**src/rtl/pwm_pkg.sv**
```systemverilog
// Shared FSM encoding, default constants and the target clamp helper
// for the PWM duty scheduler.
package pwm_pkg;

   typedef enum logic [1:0] {
      ST_IDLE = 2'd0,
      ST_SNAP = 2'd1,
      ST_RAMP = 2'd2,
      ST_HOLD = 2'd3
   } pwm_state_e;

   localparam int PWM_CLK_MHZ_DEF   = 50;
   localparam int PWM_PERIOD_US_DEF = 20000;
   localparam int PWM_STEP_US_DEF   = 10;
   localparam int PWM_MIN_US_DEF    = 1000;
   localparam int PWM_MAX_US_DEF    = 2000;

   function automatic logic [15:0] clamp_us(input logic [15:0] value,
                                            input logic [15:0] lo,
                                            input logic [15:0] hi);
      logic [15:0] res;
      if (value < lo) begin
         res = lo;
      end else if (value > hi) begin
         res = hi;
      end else begin
         res = value;
      end
      return res;
   endfunction

endpackage

```
**src/rtl/pwm_tick_gen.sv**
```systemverilog
// 1 us tick divider and PWM frame counter; period_start is a registered
// one-cycle pulse after the last tick of each frame.
module pwm_tick_gen #(
   parameter int CLK_VAL_MHZ = 50,
   parameter int PERIOD_US   = 20000
) (
   input  logic sys_clk,
   input  logic sys_rst_n,
   output logic tick,
   output logic frame_last,
   output logic period_start
);

   localparam int DIV_W = (CLK_VAL_MHZ > 1) ? $clog2(CLK_VAL_MHZ) : 1;
   localparam int FRM_W = (PERIOD_US > 1) ? $clog2(PERIOD_US) : 1;
   localparam logic [DIV_W-1:0] DIV_LAST = DIV_W'(CLK_VAL_MHZ - 1);
   localparam logic [FRM_W-1:0] FRM_LAST = FRM_W'(PERIOD_US - 1);

   logic [DIV_W-1:0] div_cnt_r;
   logic [FRM_W-1:0] frame_cnt_r;
   logic             period_start_r;

   assign tick         = (div_cnt_r == DIV_LAST);
   assign frame_last   = (frame_cnt_r == FRM_LAST);
   assign period_start = period_start_r;

   // Clock divider counting 0..CLK_VAL_MHZ-1.
   always_ff @(posedge sys_clk or negedge sys_rst_n) begin
      if (!sys_rst_n) begin
         div_cnt_r <= '0;
      end else if (tick) begin
         div_cnt_r <= '0;
      end else begin
         div_cnt_r <= div_cnt_r + DIV_W'(1);
      end
   end

   // Frame counter in us, advancing once per tick and wrapping at the period.
   always_ff @(posedge sys_clk or negedge sys_rst_n) begin
      if (!sys_rst_n) begin
         frame_cnt_r <= '0;
      end else if (tick && frame_last) begin
         frame_cnt_r <= '0;
      end else if (tick) begin
         frame_cnt_r <= frame_cnt_r + FRM_W'(1);
      end else begin
         frame_cnt_r <= frame_cnt_r;
      end
   end

   // Frame boundary pulse.
   always_ff @(posedge sys_clk or negedge sys_rst_n) begin
      if (!sys_rst_n) begin
         period_start_r <= 1'b0;
      end else begin
         period_start_r <= tick & frame_last;
      end
   end

endmodule

```
**src/rtl/pwm_duty_sched.sv**
```systemverilog
// PWM duty scheduler: snaps to the first target, then ramps ctrl_value by at
// most STEP_US per frame. Define PWM_DUTY_CLAMP_EN to clamp targets to [MIN_US, MAX_US].
module pwm_duty_sched
   import pwm_pkg::*;
#(
   parameter int CLK_VAL_MHZ = PWM_CLK_MHZ_DEF,
   parameter int PERIOD_US   = PWM_PERIOD_US_DEF,
   parameter int STEP_US     = PWM_STEP_US_DEF,
   parameter int MIN_US      = PWM_MIN_US_DEF,
   parameter int MAX_US      = PWM_MAX_US_DEF
) (
   input  logic        sys_clk,
   input  logic        sys_rst_n,
   input  logic        tgt_valid,
   input  logic [15:0] tgt_value,
   output logic        tgt_ready,
   output logic [15:0] ctrl_value,
   output logic        period_start,
   output logic        busy,
   output logic        done
);

`ifdef PWM_DUTY_CLAMP_EN
   localparam bit CLAMP_EN = 1'b1;
`else
   localparam bit CLAMP_EN = 1'b0;
`endif

   localparam logic [15:0] STEP_W = 16'(STEP_US);
   localparam logic [15:0] MIN_W  = 16'(MIN_US);
   localparam logic [15:0] MAX_W  = 16'(MAX_US);

   pwm_state_e  state_r;
   pwm_state_e  state_nxt_s;
   logic [15:0] ctrl_r;
   logic [15:0] ctrl_nxt_s;
   logic [15:0] tgt_r;
   logic [15:0] tgt_nxt_s;
   logic        done_r;
   logic        done_nxt_s;
   logic        busy_r;
   logic        busy_nxt_s;
   logic        ready_r;
   logic        ready_nxt_s;

   logic        tick_s;
   logic        frame_last_s;
   logic        frame_edge_s;
   logic        accept_s;
   logic [15:0] tgt_in_s;
   logic        ramp_up_s;
   logic [16:0] mag_s;
   logic [15:0] step_s;
   logic [15:0] ramp_val_s;

   pwm_tick_gen #(
      .CLK_VAL_MHZ (CLK_VAL_MHZ),
      .PERIOD_US   (PERIOD_US)
   ) u_tick_gen (
      .sys_clk      (sys_clk),
      .sys_rst_n    (sys_rst_n),
      .tick         (tick_s),
      .frame_last   (frame_last_s),
      .period_start (period_start)
   );

   // ctrl_value may only move on the edge that raises period_start.
   assign frame_edge_s = tick_s & frame_last_s;
   assign accept_s     = tgt_valid & ready_r;
   assign tgt_in_s     = CLAMP_EN ? clamp_us(tgt_value, MIN_W, MAX_W) : tgt_value;

   assign tgt_ready  = ready_r;
   assign ctrl_value = ctrl_r;
   assign busy       = busy_r;
   assign done       = done_r;

   // Ramp step: the magnitude is formed in 17 bits so neither direction can wrap.
   always_comb begin
      ramp_up_s = (tgt_r > ctrl_r);
      if (ramp_up_s) begin
         mag_s = {1'b0, tgt_r} - {1'b0, ctrl_r};
      end else begin
         mag_s = {1'b0, ctrl_r} - {1'b0, tgt_r};
      end
      if (mag_s < {1'b0, STEP_W}) begin
         step_s = mag_s[15:0];
      end else begin
         step_s = STEP_W;
      end
      if (ramp_up_s) begin
         ramp_val_s = ctrl_r + step_s;
      end else begin
         ramp_val_s = ctrl_r - step_s;
      end
   end

   // Next-state and next-output decode.
   always_comb begin
      state_nxt_s = state_r;
      ctrl_nxt_s  = ctrl_r;
      tgt_nxt_s   = tgt_r;
      done_nxt_s  = 1'b0;
      case (state_r)
         ST_IDLE: begin
            if (accept_s) begin
               tgt_nxt_s   = tgt_in_s;
               state_nxt_s = ST_SNAP;
            end else begin
               state_nxt_s = ST_IDLE;
            end
         end
         ST_SNAP: begin
            if (frame_edge_s) begin
               ctrl_nxt_s  = tgt_r;
               done_nxt_s  = 1'b1;
               state_nxt_s = ST_HOLD;
            end else begin
               state_nxt_s = ST_SNAP;
            end
         end
         ST_RAMP: begin
            if (frame_edge_s) begin
               ctrl_nxt_s = ramp_val_s;
               if (ramp_val_s == tgt_r) begin
                  done_nxt_s  = 1'b1;
                  state_nxt_s = ST_HOLD;
               end else begin
                  state_nxt_s = ST_RAMP;
               end
            end else begin
               state_nxt_s = ST_RAMP;
            end
         end
         ST_HOLD: begin
            if (accept_s) begin
               tgt_nxt_s = tgt_in_s;
               if (tgt_in_s == ctrl_r) begin
                  done_nxt_s  = 1'b1;
                  state_nxt_s = ST_HOLD;
               end else begin
                  state_nxt_s = ST_RAMP;
               end
            end else begin
               state_nxt_s = ST_HOLD;
            end
         end
         default: begin
            state_nxt_s = ST_IDLE;
         end
      endcase
      busy_nxt_s  = (state_nxt_s == ST_SNAP) || (state_nxt_s == ST_RAMP);
      ready_nxt_s = ~busy_nxt_s;
   end

   // FSM state register.
   always_ff @(posedge sys_clk or negedge sys_rst_n) begin
      if (!sys_rst_n) begin
         state_r <= ST_IDLE;
      end else begin
         state_r <= state_nxt_s;
      end
   end

   // Datapath and registered status outputs.
   always_ff @(posedge sys_clk or negedge sys_rst_n) begin
      if (!sys_rst_n) begin
         ctrl_r  <= 16'd0;
         tgt_r   <= 16'd0;
         done_r  <= 1'b0;
         busy_r  <= 1'b0;
         ready_r <= 1'b1;
      end else begin
         ctrl_r  <= ctrl_nxt_s;
         tgt_r   <= tgt_nxt_s;
         done_r  <= done_nxt_s;
         busy_r  <= busy_nxt_s;
         ready_r <= ready_nxt_s;
      end
   end

endmodule

```
**config.mk**
```make
export PLATFORM = sky130hd
export DESIGN_NAME = pwm_duty_sched
export DESIGN_NICKNAME = d
export VERILOG_FILES = /design/src/rtl/pwm_pkg.sv /design/src/rtl/pwm_tick_gen.sv /design/src/rtl/pwm_duty_sched.sv
export SDC_FILE = /design/constraint.sdc
export NUM_CORES = 1
export LEC_CHECK = 0
export CAP_MARGIN = 20
export CORE_MARGIN = 5
export CORE_UTILIZATION = 61
export DETAILED_ROUTE_END_ITERATION = 6
export DONT_BUFFER_PORTS = 1
export HOLD_SLACK_MARGIN = 0.08
export PLACE_DENSITY_LB_ADDON = 0.15
export RECOVER_POWER = 25
export SETUP_SLACK_MARGIN = 0.05
export SYNTH_ARGS = -nofsm -noshare
export SYNTH_HDL_FRONTEND = slang
export SYNTH_SLANG_ARGS = --single-unit
```
**constraint.sdc**
```tcl
create_clock -name sys_clk -period 15 [get_ports sys_clk]
set_input_delay 3 -clock sys_clk [delete_from_list [all_inputs] [get_ports sys_clk]]
set_output_delay 3 -clock sys_clk [all_outputs]
set_load 0.01 [all_outputs]
```
==> results of run 1 <==
## kinds of logic (layout without fill, tap and decap cells)
| kind of cell | Yosys count | in the layout |
|---|---|---|
| multiplexers | 36 | 36 |
| AND/OR/NAND/NOR | 189 | 189 |
| XOR/XNOR | 80 | 80 |
| flip-flops | 59 | 59 |
| AO/OA/AOI/OAI | 196 | 196 |
| buffers and inverters | 81 | 65 |
| adder cells (fa/ha/maj) | 58 | 58 |
## state kept, by name, summed over array words and instances (netlist names)
name                     count
u_tick_gen.period_start      1
tgt_r                       16
u_tick_gen.div_cnt_r         6
done                         1
busy                         1
state_r                      2
u_tick_gen.frame_cnt_r      15
tgt_ready                    1
ctrl_value                  16
## cells in the mapped netlist, types with 13 or more instances
master	count	area, um^2
clkbuf_1	18	67.6
nand4_1	20	125
xor2_1	24	210
nand3_1	18	90.1
inv_1	47	176
nand2_1	48	180
xnor2_1	55	482
dfrtp_1	58	1450
nor2_1	47	176
ha_1	55	688
o21ai_0	54	270
a21oi_1	48	240
buf_2	13	65.1
mux2_2	18	203
mux2i_1	17	170
## where the power goes
part           internal, mW  switching (mW)
clock                0.0590          0.0670
combinational       0.00162         0.00147
sequential            0.159               0
## through the flow
stage / std cells / area [um^2]
floorplan: 699 / 5900
global placement: 800 / 5930
detailed placement: 800 / 5930
CTS: 816 / 6090
global route: 816 / 6090
finish: 816 / 6090
## metal layers
layer | routed length [um] | track usage (%) | vias up
met5 | 0 | 0 | -
met3 | 835 | 4.96 | 24
met1 | 6970 | 37.3 | 2438
met2 | 7490 | 44.1 | 135
li1 | - | - | 2453
met4 | 317 | 9.29 | 0
## area by class of cell
| cell class | count | area [um^2] |
|---|---|---|
| multi-input combinational | 559 | 4100 |
| fill | 869 | 3500 |
| sequential | 59 | 1480 |
| inverter | 47 | 176 |
| tap | 133 | 166 |
| clock buffer | 11 | 131 |
| clock inverter | 5 | 30.0 |
| timing repair buffer | 2 | 15.0 |
## path summary, 6_finish.rpt
kind                                            from                        end  slack, ns  cells after the start
setup / recovery                       ctrl_value[1]                  tgt_ready       5.95                     26
hold / removal             u_tick_gen.frame_cnt_r[4]  u_tick_gen.frame_cnt_r[4]       0.48                      1
setup reg to reg                       ctrl_value[1]                  tgt_ready       5.95                     26
hold reg to reg            u_tick_gen.frame_cnt_r[4]  u_tick_gen.frame_cnt_r[4]       0.48                      1
max in group asynchronous                  sys_rst_n                  tgt_ready      12.47                      0
min in group asynchronous                  sys_rst_n                  tgt_r[15]       2.34                      0
==> flow_summary.yaml, run 1 <==
synthesis:
  yosys_warnings: 0
  synth_flop_cell: "dfrtp_1"
  ys_types: 69
  synth_fa_ha_area_share_pct: 12.7
  yosys.area_share.simple_pct: 16.3
  synthArstFlopShare_pct: 100
  synth_fp_nets: 776
  yosysSeqAreaShare_pct: 25.0
  syn-mean-instance-area_um2: 8.44
  ys_ff_latch: 59
  synthMuxAreaShare_pct: 6.51
  synth_enable_flop_cells: 0
  synth_xor_area_share_pct: 12.1
  syn_inst: 699
  synth_top_family_by_area: "compound AO/OA/AOI/OAI gates"
  netlist_area_mm2: 0.00590
  synth-compound-area-share_pct: 21.7
cts:
  cts.sinks: 59
  cts_setup_buffers: 0
  clock_path_buffers: 2
  hold_buffers: 0
  htreeDepth: 3
  clock_latency_ns: 0.36
  root_buffer: "clkbuf_8"
  cts_buffers: 9
  cts.repair.resized: 0
  cts_tree: "yes"
  clk_pin_slew_ns: 0.07
floorplan:
  fp.dieW_um: 108
  rows: 36
  ioPinCount: 39
  die-area_mm2: 0.0117
  chipHeight_um: 108
  design.core.area_mm2: 0.00959
  start_util_pct: 61.5
grt:
  grt_pass1_vias: 4772
  overflow: 0
  grt_max_degree: 60
  grtUsageTotal_pct: 27.4
  grt_pass1_wl_um: 24900
  antenna_found_initial: 0
layout:
  final_common_cell: "dfrtp_1"
  most-common-layout-cells: "58 x dfrtp_1, 55 x xnor2_1, 55 x ha_1"
  diodes: 0
  nets: 755
  drive_gt1_share_pct: 7.61
  post-route-util_pct: 63.5
  area_growth_pct: 3.24
sta:
  setup_tns_ns: 0
  slew_violations: 0
  hold_ws_ns: 0.479
  period_share_pct: 60.3
  slew_headroom_pct: 30.1
  clock_skew_ns: 0.0153
  worstMarginPinSlew_ns: 1.04
  rsz0062_at_grt: "false"
  fin_ws_ns: 5.95
  finalSetupViolations: 0
  hold_viol: 0
  fmaxAchievable_mhz: 110
  post-route-min-period_ns: 9.05
hold_path:
  min_path_type: "reg2reg"
power_and_ir_drop:
  p_leak_nw: 2.61
  cellPowerDensity_mw_per_mm2: 47.3
  total_power_mw: 0.288
  peakVddDrop_uv: 62.1
setup_path:
  cp.arrival_ns: 9.33
  crit_type: "reg2reg"
  cpMaxStageDelayCell: "o21ai_1"
  critical_path.endpoint_type: "register"
  path_delay_family: "compound AO/OA/AOI/OAI gates"
  critical_path_required_ns: 15.28
  start_kind: "register"
  cpPeakStageDelay_ns: 0.84
  cp_num_buf_inv: 2
  cpMostUsedCell: "ha_1"
  cp_max_fo: 13
place:
  dp_hpwl_um: 12200
  preCtsSetupSlack_ns: 6.06
  gp_congestion: 0.932
  port_buffers: 0
route:
  via_per_inst: 6.19
  wirelength_um: 15600
  drc: 0
  wl_per_cell_um: 19.1
  dr.pass1.iters: 5
  ant_nets: 0
  drt_iter0_markers: 348
  vias: 5050
run:
  cap_viol_max_count: 0
outcome:
  status: "complete, no violations"
Power figures use the tool's default switching activity.
==> run 2, diff against run 1 <==
--- a/config.mk
+++ b/config.mk
@@ -7,7 +7,7 @@
 export LEC_CHECK = 0
 export CAP_MARGIN = 20
 export CORE_MARGIN = 5
-export CORE_UTILIZATION = 61
+export CORE_UTILIZATION = 59
 export DETAILED_ROUTE_END_ITERATION = 6
 export DONT_BUFFER_PORTS = 1
 export HOLD_SLACK_MARGIN = 0.08
==> constraint.sdc (replaced) <==
create_clock -name sys_clk -period 8.24 [get_ports sys_clk]
set_input_delay 1.648 -clock sys_clk [delete_from_list [all_inputs] [get_ports sys_clk]]
set_output_delay 1.648 -clock sys_clk [all_outputs]
set_load 0.01 [all_outputs]
==> flow_summary.yaml, run 2 (synthesis results as in run 1) <==
outcome:
  status: "complete, no violations"
place:
  gp_congestion: 0.980
  numPlacedInstances: 808
  dp_hpwl_um: 12600
  port_buffers: 0
  placed_area_mm2: 0.00599
layout:
  post-route-util_pct: 64.4
  drive_gt1_share_pct: 10.7
  fill_cells: 887
  most-common-layout-cells: "56 x dfrtp_1, 55 x xnor2_1, 54 x o21ai_0"
  area_growth_pct: 6.72
  diodes: 0
  final_common_cell: "dfrtp_1"
  final_area_mm2: 0.00630
  stdcell_count: 827
  nets: 766
grt:
  antenna_found_initial: 0
  overflow: 0
  grt_pass1_wl_um: 26100
  grt_max_degree: 60
  grtUsageTotal_pct: 28.2
  grt_pass1_vias: 5018
setup_path:
  worstRegToRegCells: 27
  critical_path_required_ns: 8.52
  start_kind: "register"
  cp-startpoint: "ctrl_value[1]"
  r2r_start: "ctrl_value[1]"
  cp.arrival_ns: 7.98
  critical_path.endpoint_type: "register"
  cp_max_fo: 6
  crit_type: "reg2reg"
sta:
  worstMarginPinSlew_ns: 0.737
  fmaxAchievable_mhz: 130
  setup_tns_ns: 0
  period_share_pct: 93.5
  hold_viol: 0
  slew_headroom_pct: 50.5
  rsz0062_at_grt: "false"
  clock_skew_ns: 0.0195
  post-route-min-period_ns: 7.70
  slew_violations: 0
  finalSetupViolations: 0
hold_path:
  hold_path_startpoint: "u_tick_gen.frame_cnt_r[4]"
  min_path_cells: 1
  min_path_type: "reg2reg"
route:
  via_per_inst: 6.23
  vias: 5154
  ant_nets: 0
  drc: 0
  drt_iter0_markers: 435
  wl_met1_um: 7020
  wl_met2_um: 7460
  routed.top_layer: "met4"
  dr.pass1.iters: 5
  wirelength_um: 16100
  wl_met3_um: 1030
  wl_per_cell_um: 19.5
power_and_ir_drop:
  p_leak_nw: 2.71
  peakVddDrop_uv: 83.3
  cellPowerDensity_mw_per_mm2: 98.5
  total_power_mw: 0.620
floorplan:
  start_util_pct: 60.4
  fp.dieW_um: 110
  ioPinCount: 39
  rows: 36
  die-area_mm2: 0.0121
  design.core.area_mm2: 0.00977
  chipHeight_um: 110
cts:
  cts.sinks: 59
  cts_tree: "yes"
  clock_latency_ns: 0.36
  clk_pin_slew_ns: 0.08
  cts_buffers: 9
  clock_path_buffers: 2
  hold_buffers: 0
  root_buffer: "clkbuf_8"
  htreeDepth: 3
run:
  cap_viol_max_count: 0
[run 2: layout make-up]
| cell class | count | area [um^2] | share of cell area, % |
|---|---|---|---|
| Clock buffer | 13 | 179 | 2.84 |
| Multi-Input combinational cell | 559 | 4130 | 65.6 |
| Timing Repair Buffer | 13 | 97.6 | 1.55 |
| Tap cell | 133 | 166 | 2.64 |
| Inverter | 47 | 176 | 2.80 |
| Sequential cell | 59 | 1480 | 23.5 |
| Clock inverter | 3 | 67.6 | 1.07 |
[run 2: worst max-delay path: stages (launching register included)]
cell and delay [ns]:
dfrtp_1 0.35, inv_1 0.07, ha_1 0.35, nor2b_1 0.16, o31ai_1 0.58, a21boi_2 0.16, o21ai_1 0.45, mux2i_1 0.27
xor2_1 0.12, nor4_4 0.37, nand4_1 0.26, buf_4 0.22, nor3_1 0.21, ha_1 0.22, nand3_1 0.20, o21ai_0 0.36
ha_1 0.36, xnor2_1 0.35, nor3_1 0.11, a221oi_2 0.34, o211ai_1 0.15, nor4_1 0.22, nand2_1 0.10, or4_1 0.42
or4_1 0.44, nor4_2 0.28, a21oi_2 0.14, mux2_1 0.32
[run 2: repair_timing]
| item | 4_1_cts | 5_1_grt |
|---|---|---|
| endpoints found under the hold margin | 0 | 0 |
| setup buffers | 3 | 0 |
| setup endpoints to repair | 4 | 5 |
| resized for setup | 0 | 11 |
| pin swaps | 1 | 0 |
[run 2: final timing paths]
path,endpoint,slack (ns)
worst max-delay path,tgt_ready,0.54
worst min-delay path,u_tick_gen.frame_cnt_r[4],0.47
worst max register to register,tgt_ready,0.54
worst min register to register,u_tick_gen.frame_cnt_r[4],0.47
max in group asynchronous,tgt_ready,7.06
min in group asynchronous,ctrl_value[4],0.97
[run 2: per-stage QoR]
step                hold slack (ns)  worst slack [ns]
global placement              0.460            0.0369
detailed placement            0.470            -0.135
global route                  0.495            0.0541
CTS                           0.481             0.152
finish                        0.473             0.539
floorplan                     0.438              1.08
[run 2: per-layer routing]
layer / global-route usage [%] / vias to the layer above
li1: - / 2490
met1: 36.9 / 2462
met2: 44.7 / 159
met3: 6.35 / 43
met4: 12.2 / 0
met5: 0 / -
[run 2: where the power goes]
part | switching [mW] | internal [mW] | total [mW]
clock network | 0.121 | 0.203 | 0.325
registers | 0 | 0.290 | 0.290
logic | 0.00283 | 0.00296 | 0.00579
